===== src/rtl/obm_dma_if.sv =====
// Shared types for the mapache64 video path and the OBM DMA bus interface.
// The master modport is the DMA engine; the slave modport is the CPU/memory/VRAM side.
package mapache64;
  typedef logic [11:0] vram_address_t;
  typedef logic [7:0]  data_t;
endpackage

interface obm_dma_if;
  logic                    start_i;
  logic [7:0]              src_page_i;
  logic                    vblank_i;
  logic [15:0]             mem_address_o;
  logic                    mem_ren_o;
  logic [7:0]              mem_rdata_i;
  mapache64::vram_address_t vram_address_o;
  mapache64::data_t        vram_wdata_o;
  logic                    vram_wen_o;
  logic                    SELECT_obm_o;
  logic                    busy_o;
  logic                    done_o;

  modport master (
    input  start_i, src_page_i, vblank_i, mem_rdata_i,
    output mem_address_o, mem_ren_o, vram_address_o, vram_wdata_o,
           vram_wen_o, SELECT_obm_o, busy_o, done_o
  );

  modport slave (
    output start_i, src_page_i, vblank_i, mem_rdata_i,
    input  mem_address_o, mem_ren_o, vram_address_o, vram_wdata_o,
           vram_wen_o, SELECT_obm_o, busy_o, done_o
  );
endinterface


===== src/rtl/obm_dma.sv =====
// OBM DMA: copies one 256-byte page from CPU memory into object memory during vblank,
// alternating one read cycle and one write cycle per byte.
module obm_dma #(
  parameter int          NUM_BYTES = 256,
  parameter logic [11:0] OBM_BASE  = 12'h800
) (
  input  logic      cpu_clk,
  input  logic      rst_n,
  obm_dma_if.master bus
);

  typedef enum logic [2:0] {
    IDLE,
    WAIT_VBLANK,
    READ,
    WRITE,
    FINISH
  } state_t;

  localparam logic [7:0] LAST_INDEX = 8'(NUM_BYTES - 1);

  state_t                   state_q, state_d;
  logic [7:0]               page_q, page_d;
  logic [7:0]               index_q, index_d;
  logic                     vramWen_q, vramWen_d;
  mapache64::vram_address_t vramAddr_q, vramAddr_d;
  mapache64::data_t         vramData_q, vramData_d;

  // Write strobes are registered so they hold steady across the negedge where OBM samples.
  always_ff @(posedge cpu_clk or negedge rst_n) begin
    if (!rst_n) begin
      state_q    <= IDLE;
      page_q     <= 8'h00;
      index_q    <= 8'h00;
      vramWen_q  <= 1'b0;
      vramAddr_q <= '0;
      vramData_q <= '0;
    end else begin
      state_q    <= state_d;
      page_q     <= page_d;
      index_q    <= index_d;
      vramWen_q  <= vramWen_d;
      vramAddr_q <= vramAddr_d;
      vramData_q <= vramData_d;
    end
  end

  always_comb begin
    state_d = state_q;
    page_d  = page_q;
    index_d = index_q;
    unique case (state_q)
      IDLE: begin
        if (bus.start_i) begin
          page_d  = bus.src_page_i;
          index_d = 8'h00;
          state_d = bus.vblank_i ? READ : WAIT_VBLANK;
        end
      end
      WAIT_VBLANK: begin
        if (bus.vblank_i) state_d = READ;
      end
      READ: begin
        // Losing vblank here parks the engine between bytes, before any read is issued.
        state_d = bus.vblank_i ? WRITE : WAIT_VBLANK;
      end
      WRITE: begin
        if (index_q == LAST_INDEX) begin
          state_d = FINISH;
        end else begin
          index_d = index_q + 8'd1;
          state_d = READ;
        end
      end
      FINISH: state_d = IDLE;
      default: state_d = IDLE;
    endcase
  end

  always_comb begin
    bus.mem_ren_o     = 1'b0;
    bus.mem_address_o = 16'h0000;
    bus.busy_o        = (state_q != IDLE);
    bus.done_o        = (state_q == FINISH);
    vramWen_d         = 1'b0;
    vramAddr_d        = '0;
    vramData_d        = '0;
    if (state_q == READ && bus.vblank_i) begin
      bus.mem_ren_o     = 1'b1;
      bus.mem_address_o = {page_q, index_q};
    end
    if (state_q == WRITE) begin
      vramWen_d  = 1'b1;
      vramAddr_d = OBM_BASE + {4'h0, index_q};
      vramData_d = bus.mem_rdata_i;
    end
  end

  assign bus.vram_wen_o     = vramWen_q;
  assign bus.SELECT_obm_o   = vramWen_q;
  assign bus.vram_address_o = vramAddr_q;
  assign bus.vram_wdata_o   = vramData_q;

endmodule


===== src/flat_wrapper.sv =====
// flat-port wrapper written by rule: the top's interface ports become plain ports
module obm_dma_flat 
#(
  parameter int          NUM_BYTES = 256,
  parameter logic [11:0] OBM_BASE  = 12'h800
)
  (cpu_clk, rst_n, bus_start_i, bus_src_page_i, bus_vblank_i, bus_mem_rdata_i, bus_mem_address_o, bus_mem_ren_o, bus_vram_address_o, bus_vram_wdata_o, bus_vram_wen_o, bus_SELECT_obm_o, bus_busy_o, bus_done_o);
  obm_dma_if bus_i ();
  input  logic cpu_clk;
  input  logic rst_n;
  input wire logic [$bits(bus_i.start_i)-1:0] bus_start_i;
  input wire logic [$bits(bus_i.src_page_i)-1:0] bus_src_page_i;
  input wire logic [$bits(bus_i.vblank_i)-1:0] bus_vblank_i;
  input wire logic [$bits(bus_i.mem_rdata_i)-1:0] bus_mem_rdata_i;
  output wire logic [$bits(bus_i.mem_address_o)-1:0] bus_mem_address_o;
  output wire logic [$bits(bus_i.mem_ren_o)-1:0] bus_mem_ren_o;
  output wire logic [$bits(bus_i.vram_address_o)-1:0] bus_vram_address_o;
  output wire logic [$bits(bus_i.vram_wdata_o)-1:0] bus_vram_wdata_o;
  output wire logic [$bits(bus_i.vram_wen_o)-1:0] bus_vram_wen_o;
  output wire logic [$bits(bus_i.SELECT_obm_o)-1:0] bus_SELECT_obm_o;
  output wire logic [$bits(bus_i.busy_o)-1:0] bus_busy_o;
  output wire logic [$bits(bus_i.done_o)-1:0] bus_done_o;
  assign bus_i.start_i = bus_start_i;
  assign bus_i.src_page_i = bus_src_page_i;
  assign bus_i.vblank_i = bus_vblank_i;
  assign bus_i.mem_rdata_i = bus_mem_rdata_i;
  assign bus_mem_address_o = bus_i.mem_address_o;
  assign bus_mem_ren_o = bus_i.mem_ren_o;
  assign bus_vram_address_o = bus_i.vram_address_o;
  assign bus_vram_wdata_o = bus_i.vram_wdata_o;
  assign bus_vram_wen_o = bus_i.vram_wen_o;
  assign bus_SELECT_obm_o = bus_i.SELECT_obm_o;
  assign bus_busy_o = bus_i.busy_o;
  assign bus_done_o = bus_i.done_o;
  obm_dma #(.NUM_BYTES(NUM_BYTES), .OBM_BASE(OBM_BASE)) u_core (.cpu_clk(cpu_clk), .rst_n(rst_n), .bus(bus_i));
endmodule

===== config.mk =====
export PLATFORM = sky130hd
export DESIGN_NAME = obm_dma_flat
export DESIGN_NICKNAME = d
export VERILOG_FILES = /design/src/rtl/obm_dma_if.sv /design/src/rtl/obm_dma.sv /design/src/flat_wrapper.sv
export SDC_FILE = /design/constraint.sdc
export NUM_CORES = 1
export LEC_CHECK = 0
export BUFFER_PORTS_ARGS = -buffer_cell sky130_fd_sc_hd__clkbuf_2
export CAP_MARGIN = 20
export CORE_ASPECT_RATIO = 0.9
export CORE_MARGIN = 5
export CORE_UTILIZATION = 40
export DETAILED_ROUTE_END_ITERATION = 12
export HOLD_SLACK_MARGIN = 0.08
export PLACE_DENSITY_LB_ADDON = 0.1
export SETUP_SLACK_MARGIN = 0.5
export SLEW_MARGIN = 20
export SYNTH_ARGS = -nofsm -noshare
export SYNTH_HDL_FRONTEND = slang
export SYNTH_SLANG_ARGS = --single-unit

===== constraint.sdc =====
create_clock -name cpu_clk -period 2.86 [get_ports cpu_clk]
set_input_delay 0.286 -clock cpu_clk [delete_from_list [all_inputs] [get_ports cpu_clk]]
set_output_delay 0.286 -clock cpu_clk [all_outputs]
set_load 0.02 [all_outputs]

# == Yosys cells after proc, flatten, opt, wreduce, memory -nomap -nowiden ==
# Index checks and enable logic that the tools add are counted.
# word_totals
regBits,40
inputBits,20
wordCells,37
# classes
add_sub_neg,2
eq_ne,8
muxes,14
reduce_logical,7
# ops
op,n
8-bit 2-to-1 mux,3
16-bit 2-to-1 mux,1
8-bit case mux with 2 select lines,1
"12-bit by 8-bit adder with 12-bit output, first input constant",1
12-bit 2-to-1 mux,1
3-bit case mux with 4 select lines,1
3-bit 2-to-1 mux,3
"8-bit by 1-bit adder with 8-bit output, second input constant",1
"8-bit == test, second input constant",1
"3-bit by 2-bit == test with 1-bit output, second input constant",2
"2-bit != test, second input constant",3
2-bit 2-to-1 mux,2
2-bit AND reduction,2
"3-bit by 1-bit == test with 1-bit output, second input constant",1
"3-bit == test, second input constant",1
3-bit zero test,1
3-bit AND reduction,1
3-bit nonzero test,1
1-bit 2-to-1 mux,2
2-bit nonzero test,1
1-bit logical AND,1

# == Longest topological paths before layout ==
# Gate-level depths: netlist of run 1.
# logic_depth
word_depth,3
mapped_depth,6
ltp_nobuf,5

# == Worst setup path before layout of run 1 ==
# Ideal clock, no wire load.
# synth_path
path_kind,reg-to-output
start,reg u_core.state_q[0]
end,out bus_mem_address_o[10]
arrival_time_ns,1.544
setup_slack_ns,1.030
stages_incl_launch_ff,5
n_path_buf,2
path_cell_list,dfrtp_1 > buf_4 > nor3_1 > clkbuf_1 > and2_1
# synth_via
elab_chain_len,3
# synth_lines
item,line_no,source
"start, declared",obm_dma.sv:22,"state_t state_q, state_d;"
"start signal, assigned",obm_dma.sv:39,state_q <= state_d;
3-bit by 2-bit == test with 1-bit output,obm_dma.sv:88,if (state_q == READ && bus.vblank_i) begin
1-bit logical AND,obm_dma.sv:88,
16-bit 2-to-1 mux,obm_dma.sv:88,
"end, declared",flat_wrapper.sv:15,output wire logic [$bits(bus_i.mem_address_o)-1:0] bus_mem_address_o;
# Every way passes these cells.

# == Final worst setup path of run 1 ==
# layout_path
start,reg u_core.state_q[1]
end,out bus_mem_address_o[1]
# Same word-level chain as after synthesis.

==> results of run 1 <==
[final cells by class]
| cell class | instances | share of cell area |
|---|---|---|
| clock buffers | 6 | 0.03620 |
| clock inverters | 2 | 0.01748 |
| inverters | 1 | 0.001873 |
| multi-input cells | 113 | 0.3127 |
| flip-flops and latches | 36 | 0.4494 |
| well taps | 46 | 0.02871 |
| repair buffers | 60 | 0.1536 |
[sequential cells by signal, summed over array words and instances (netlist names)]
register / flops
u_core.bus.vram_address_o: 9
u_core.bus.vram_wdata_o: 8
u_core.index_q: 8
u_core.page_q: 8
u_core.state_q: 3
[power by group]
part           switching [W]  total (W)  internal, W
combinational       0.000410   0.000642     0.000232
sequential          0.000131   0.000799     0.000668
clock               0.000164   0.000422     0.000258
total               0.000704    0.00186      0.00116
[Yosys cell counts, drive strengths merged, types with 2 or more instances]
| library cell | instances | area share |
|---|---|---|
| a31oi | 2 | 0.0078 |
| a21oi | 3 | 0.0093 |
| nor3 | 2 | 0.0062 |
| nand2 | 32 | 0.074 |
| a311oi | 2 | 0.011 |
| nand4 | 2 | 0.012 |
| o21ai | 7 | 0.029 |
| clkbuf | 7 | 0.016 |
| buf | 8 | 0.040 |
| nand3 | 6 | 0.022 |
| nor2 | 7 | 0.016 |
| dfrtp | 36 | 0.56 |
| and2 | 35 | 0.14 |
[path summary, 6_finish.rpt]
check,slack [ns],start,endpoint,cells past startpoint
setup reg to reg,1.15,u_core.state_q[2]$_DFFE_PN0P_,u_core.index_q[5]$_DFFE_PN0P_,5
hold / removal,0.10,rst_n,u_core.bus.vram_address_o[4]$_DFF_PN0_,1
max in group asynchronous,2.21,rst_n,u_core.state_q[0]$_DFFE_PN0P_,1
min in group cpu_clk,0.20,bus_src_page_i[7],u_core.page_q[7]$_DFFE_PN0P_,3
setup / recovery,1.04,u_core.state_q[1]$_DFFE_PN0P_,bus_mem_address_o[1],5
hold reg to reg,0.47,u_core.page_q[7]$_DFFE_PN0P_,u_core.page_q[7]$_DFFE_PN0P_,2
[stage by stage]
step / cells / hold WS (ns) / util / worst slack (ns)
floorplan: 165 / -0.009591 / - / 1.030
global placement: 256 / 0.4297 / 0.4979 / 1.209
detailed placement: 256 / 0.4463 / 0.4979 / 1.169
CTS: 264 / 0.1414 / 0.5261 / 1.049
global route: 264 / 0.1940 / 0.5261 / 0.9125
finish: 264 / 0.1033 / 0.5261 / 1.041
[cell families after synthesis]
| group | Yosys count | synth area share |
|---|---|---|
| AO/OA/AOI/OAI | 19 | 0.08140 |
| adder cells (fa/ha/maj) | 1 | 0.007751 |
| buffers and inverters | 16 | 0.05814 |
| flip-flops | 36 | 0.5581 |
| other | 1 | 0.002323 |
| AND/OR/NAND/NOR | 90 | 0.2923 |
[metal layers]
metal / track usage / vias to the layer above
li1: - / 631
met1: 0.1603 / 581
met5: 0 / -
met3: 0.05913 / 2
met4: 0.03495 / 0
met2: 0.2177 / 42
[layout by cell type (no fill, tap or decap), drive strengths merged]
cell type | netlist | final
nand3 | 6 | 6
a31o | 1 | 1
or4 | 1 | 1
a21oi | 3 | 3
clkbuf | 7 | 63
o211ai | 1 | 1
or3 | 1 | 1
and3b | 1 | 1
buf | 8 | 3
bufinv | 0 | 1
nand4 | 2 | 2
nand2 | 32 | 32
o21ai | 7 | 7
and3 | 1 | 1
and2 | 35 | 35
nor3b | 1 | 1
nor3 | 2 | 2
a311oi | 2 | 2
a211oi | 1 | 1
clkinv | 0 | 1
nor2 | 7 | 7
conb | 1 | 3
a41oi | 1 | 1
nor2b | 1 | 1
o21a | 1 | 1
inv | 1 | 1
dfrtp | 36 | 36
ha | 1 | 1
a31oi | 2 | 2
[worst max-delay path: stages (launching register included)]
cell	delay [ns]
dfrtp_1	0.47
nand2_1	0.08
nor3_1	0.20
buf_4	0.20
and2_1	0.14
clkbuf_2	0.17
==> results.tsv, run 1 <==
stage	metric	value	unit
cts	CTS Hold Bufs	0	
floorplanning	DIE WIDTH	76.96	um
logic_synthesis	Post-synth ARST share	1.000	
power_and_ir_drop	Leak	1.083	nW
sta	Worst Tran Pin Value	0.8586	ns
sta	setup TNS	0	ns
floorplanning	Core Region	3810	um2
finish	design area	2004	um2
floorplanning	Starting Density	0.4236	
placement	routability cong.	0.7103	
finish	synth-to-layout area growth	24.19	%
finish	area of the multi-input gates	626.9	um2
sta	unrepaired setup endpoints after global routing	false	
worst_setup_path	Critical Path RT	2.57	ns
floorplanning	Die ar.	5407	um2
floorplanning	standard-cell row count	21	
logic_synthesis	register bit count reported by yosys	36	
route	WL per Instance	12.87	um
finish	# diodes	0	
route	DRC	0	
logic_synthesis	Avg Cell Area, Syn	9.902	um2
cts	Worst-path clk slew	0.07	ns
logic_synthesis	post-synth cell types	31	
worst_setup_path	critical path class	register to output pin	
power_and_ir_drop	pwr/cell area	929.3	nW/um2
placement	placed cell areas	1897	um2
sta	Slew Limit Headroom	0.4276	
logic_synthesis	Post-Synthesis Cells	163	
cts	worst skew pair latency	0.28	ns
route	metal3 WL	270	um
grt	largest net degree at the start of global routing	37	
sta	Slew Viols, Final	0	
logic_synthesis	ys flop type	dfrtp_1	
route	DR top layer	met4	
sta	fmax	549.6	MHz
sta	Worst Skew	0.006788	ns
floorplanning	# IOs	61	
worst_setup_path	WP data arrival	1.53	ns
route	metal1 wirelength	1488	um
route	Iter 0 DRT Violations	117	
logic_synthesis	Post-synth EDFFs	0	
route	routed wire length	3397	um
hold_path	worst hold path class	input pin to asynchronous set/reset pin	
cts	Max Buffers Root-to-Sink	2	
route	Post-DRT Antenna Nets	0	
grt	first-pass GRT wire length	5802	um
cts	clock sinks	36	
cts	root buffer cell	clkbuf_8	
logic_synthesis	Warnings, synthesis	0	
logic_synthesis	Syn Std Cell Area	1614	um2
worst_setup_path	CP Max Fanout	10	
cts	TritonCTS clock tree	yes	
finish	layout cells sized above 1	0.3257	
finish	Filler cells	349	
power_and_ir_drop	Total Power	0.001863	W
cts	Post-CTS Setup Bufs	0	
grt	GRT overflow	0	
cts	Num CTS Buffers	5	
route	drt first pass iters	4	
route	met2 routed WL	1614	um
sta	final period utilization	0.6361	
sta	Setup violations, final	0	
sta	Final min period	1.819	ns
power_and_ir_drop	maximum vdd drop	0.4946	mV
job	max_cap viols	0	
sta	Hold Vio Cnt, Final	0	
grt	Tot GR Track Use	0.1335	
worst_setup_path	crit path capture type	output pin	
grt	initial antenna violation count	0	
finish	Reg area	900.9	um2
logic_synthesis	Seq/Total Area, Yosys	0.5581	
route	Vias/cell	4.758	
cts	H-tree depth	2	
worst_setup_path	crit start category	register	
outcome	outcome	completed	
route	Vias	1256	
floorplanning	Die H	70.26	um
cts	Post-CTS Resized	0	
grt	number of global-route vias before repair	1286	
placement	I/O Buffers	57	
placement	DP HPWL	2455	um
finish	fin nets	238	
Power figures use the tool's default switching activity.
==> inputs of run 2 (changes only) <==
ABC_AREA = 1   (was not set)
clock period = 1.5 ns   (was 2.86 ns; I/O delays follow)
==> run 2 against run 1 <==
Against the previous run: the run now ends with negative setup slack left; via count is 18% higher; power is 120% higher; clock power is 96% higher; first-iteration DRC count is 45% lower; cell area is 37% higher; critical path depth is 2 higher; worst hold slack better by 0.012 ns; critical path type unchanged.
==> results.tsv, run 2 <==
stage	metric	value	unit
route	Post-DRT Antenna Nets	0	
route	routed wire length	4307	um
power_and_ir_drop	maximum vdd drop	1.124	mV
sta	fmax	616.9	MHz
placement	DP HPWL	2734	um
placement	routability cong.	0.7500	
logic_synthesis	register bit count reported by yosys	36	
logic_synthesis	Post-synth EDFFs	0	
logic_synthesis	Post-Synthesis Cells	197	
cts	Worst-path clk slew	0.07	ns
route	WL per Instance	13.09	um
worst_setup_path	Crit path top cell by count	nor2_4	
worst_setup_path	Worst path max stage delay	0.39	ns
logic_synthesis	top post-synthesis cells by area	dfrtp_1 55%, nor2_1 11%, nand2_1 8.3%	
worst_setup_path	Reg-to-Reg End	u_core.index_q[0]$_DFFE_PN0P_	
cts	worst skew pair latency	0.28	ns
cts	TritonCTS clock tree	yes	
floorplanning	Core Region	3991	um2
grt	Tot GR Track Use	0.1673	
finish	most frequent cells in the layout	35 x dfrtp_1, 33 x clkbuf_2, 32 x nand2_1, 31 x inv_1, 26 x nor2_4	
placement	I/O Buffers	57	
cts	H-tree depth	2	
hold_path	Hold Path Stages	3	
worst_setup_path	WP data arrival	1.47	ns
worst_setup_path	FF-to-FF path depth	10	
floorplanning	Die H	70.47	um
logic_synthesis	Post-synth ARST share	1.000	
finish	fin nets	301	
cts	Max Buffers Root-to-Sink	2	
finish	leading cell type in the layout, fill and taps excluded	dfrtp_1	
logic_synthesis	Avg Cell Area, Syn	8.250	um2
finish	synth-to-layout area growth	68.44	%
grt	number of global-route vias before repair	1525	
worst_setup_path	crit start category	register	
route	Iter 0 DRT Violations	64	
grt	GRT overflow	0	
hold_path	worst hold path class	input pin to register	
grt	largest net degree at the start of global routing	37	
worst_setup_path	slowest CP cell	dfrtp_1	
logic_synthesis	Seq/Total Area, Yosys	0.5543	
sta	unrepaired setup endpoints after global routing	true	
finish	# diodes	0	
floorplanning	DIE WIDTH	77.19	um
power_and_ir_drop	Leak	1.393	nW
sta	Hold Vio Cnt, Final	0	
finish	Largest register FFs	9	
logic_synthesis	Syn Std Cell Area	1625	um2
route	drt first pass iters	4	
worst_setup_path	critical path class	register to output pin	
sta	Final min period	1.621	ns
worst_setup_path	crit path capture type	output pin	
logic_synthesis	cell taking the most area after synthesis	dfrtp_1	
hold_path	HP Start	bus_src_page_i[6]	
job	max_cap viols	0	
outcome	failing checks	negative setup slack	
sta	setup TNS	-1.580	ns
sta	Slew Viols, Final	0	
logic_synthesis	Synth top area share	0.5543	
logic_synthesis	Warnings, synthesis	0	
logic_synthesis	top-count cell post-synth	nor2_1	
floorplanning	# IOs	61	
cts	clock sinks	36	
cts	Num CTS Buffers	5	
floorplanning	standard-cell row count	22	
power_and_ir_drop	pwr/cell area	1498	nW/um2
worst_setup_path	worst reg2reg path startpoint	u_core.state_q[2]$_DFFE_PN0P_	
worst_setup_path	Critical Path RT	1.35	ns
worst_setup_path	crit-path cells	nor2_2 -> nand2_2 -> nor2_4 -> buf_12 -> inv_8 -> nor2_4 -> buf_8	
grt	initial antenna violation count	0	
logic_synthesis	post-synth cell types	22	
worst_setup_path	FF-to-FF setup slack	0.02	ns
sta	Worst Skew	0.005167	ns
sta	final period utilization	1.081	
sta	Setup violations, final	18	
cts	root buffer cell	clkbuf_8	
route	DRC	0	
placement	worst slack at placement	0.1038	ns
hold_path	WHS Endpoint	u_core.page_q[6]$_DFFE_PN0P_	
finish	layout cells sized above 1	0.4626	
route	Vias/cell	4.523	
logic_synthesis	ys flop type	dfrtp_1	
floorplanning	Starting Density	0.4072	
outcome	outcome	complete, but fails checks	
floorplanning	Die ar.	5440	um2
sta	Final WS setup	-0.1210	ns
grt	first-pass GRT wire length	7286	um
worst_setup_path	CP Max Fanout	8	
route	Vias	1488	
logic_synthesis	Post-synth top cells	47 x nor2_1, 36 x dfrtp_1, 36 x nand2_1	
power_and_ir_drop	Total Power	0.004102	W
==> run 2: cell count changes after synthesis, moves of 2 or more <==
cell	change
a21oi_1	+5
a311oi_1	-2
a31oi_1	-2
and2_1	-35
buf_4	-2
clkbuf_1	-7
inv_1	+31
inv_2	+2
nand2_1	+4
nand2_2	+2
nand3_1	+5
nor2_1	+40
nor2_2	+2
o21ai_0	-3
==> run 2: cell families after synthesis <==
group,count (synthesis),share of synthesized area
DFF,36,0.5543
buffers and inverters,42,0.1186
AOI/OAI and AO/OA,13,0.04234
adders and majority gates,1,0.007697
and+or+nand+nor,104,0.2748
other,1,0.002307
==> run 2: stage by stage <==
step                      instances  hold WS, ns  utilization  instance area, um2
after detailed placement        302       0.2130       0.5232                2088
final                           329       0.1150       0.6859                2738
after floorplan                 199      -0.1456            -                1772
after CTS                       328       0.1052       0.6527                2605
after global placement          302       0.2194       0.5232                2088
after global routing            329       0.1153       0.6859                2738
==> run 2: where the power goes <==
part	switching [W]	internal, W
Sequential	0.000113	0.00118
Combinational	0.00119	0.000791
Clock	0.000333	0.000493
Total	0.00163	0.00247
==> run 2: worst max-delay path by stage <==
stage / startpoint / end / cells after the start
6_report: u_core.state_q[2]$_DFFE_PN0P_ / bus_mem_address_o[1] / 7
5_1_grt: u_core.state_q[2]$_DFFE_PN0P_ / bus_mem_address_o[1] / 7
4_1_cts: u_core.state_q[0]$_DFFE_PN0P_ / bus_mem_address_o[14] / 7
3_5_place_dp: u_core.state_q[2]$_DFFE_PN0P_ / bus_mem_address_o[0] / 6
3_3_place_gp: u_core.state_q[2]$_DFFE_PN0P_ / bus_mem_address_o[11] / 6
2_1_floorplan: u_core.state_q[0]$_DFFE_PN0P_ / bus_mem_address_o[10] / 6
==> run 2: per-layer routing <==
metal,part of all wire,wire length (um),global-route usage
met4,0.019,83,0.05534
met2,0.51,2196,0.2729
met1,0.42,1802,0.2132
met5,0,0,0
met3,0.052,224,0.04639
==> run 2: timing repair <==
item                       in CTS  in global routing
hold buffers                    9                  0
setup endpoints to repair      54                 59
pin swaps                       5                  6
hold endpoints to repair       44                  0
setup buffers                   7                  1
resized for setup              60                 54
cloned                          2                  0
==> run 2: layout make-up <==
cell class,instances,area [um2]
sequential,36,902.1
inverter,34,140.1
multi-input combinational,122,824.5
clock inverter,2,35.03
tap,48,60.06
fill,309,1254
clock buffer,6,72.57
timing repair buffer,80,691.9
timing repair inverter,1,11.26
==> run 2: critical path, delay by kind of cell (launching register included) <==
| family | cells | cell delay, ns |
|---|---|---|
| buffers and inverters | 3 | 0.32 |
| DFF | 1 | 0.39 |
| and+or+nand+nor | 4 | 0.48 |
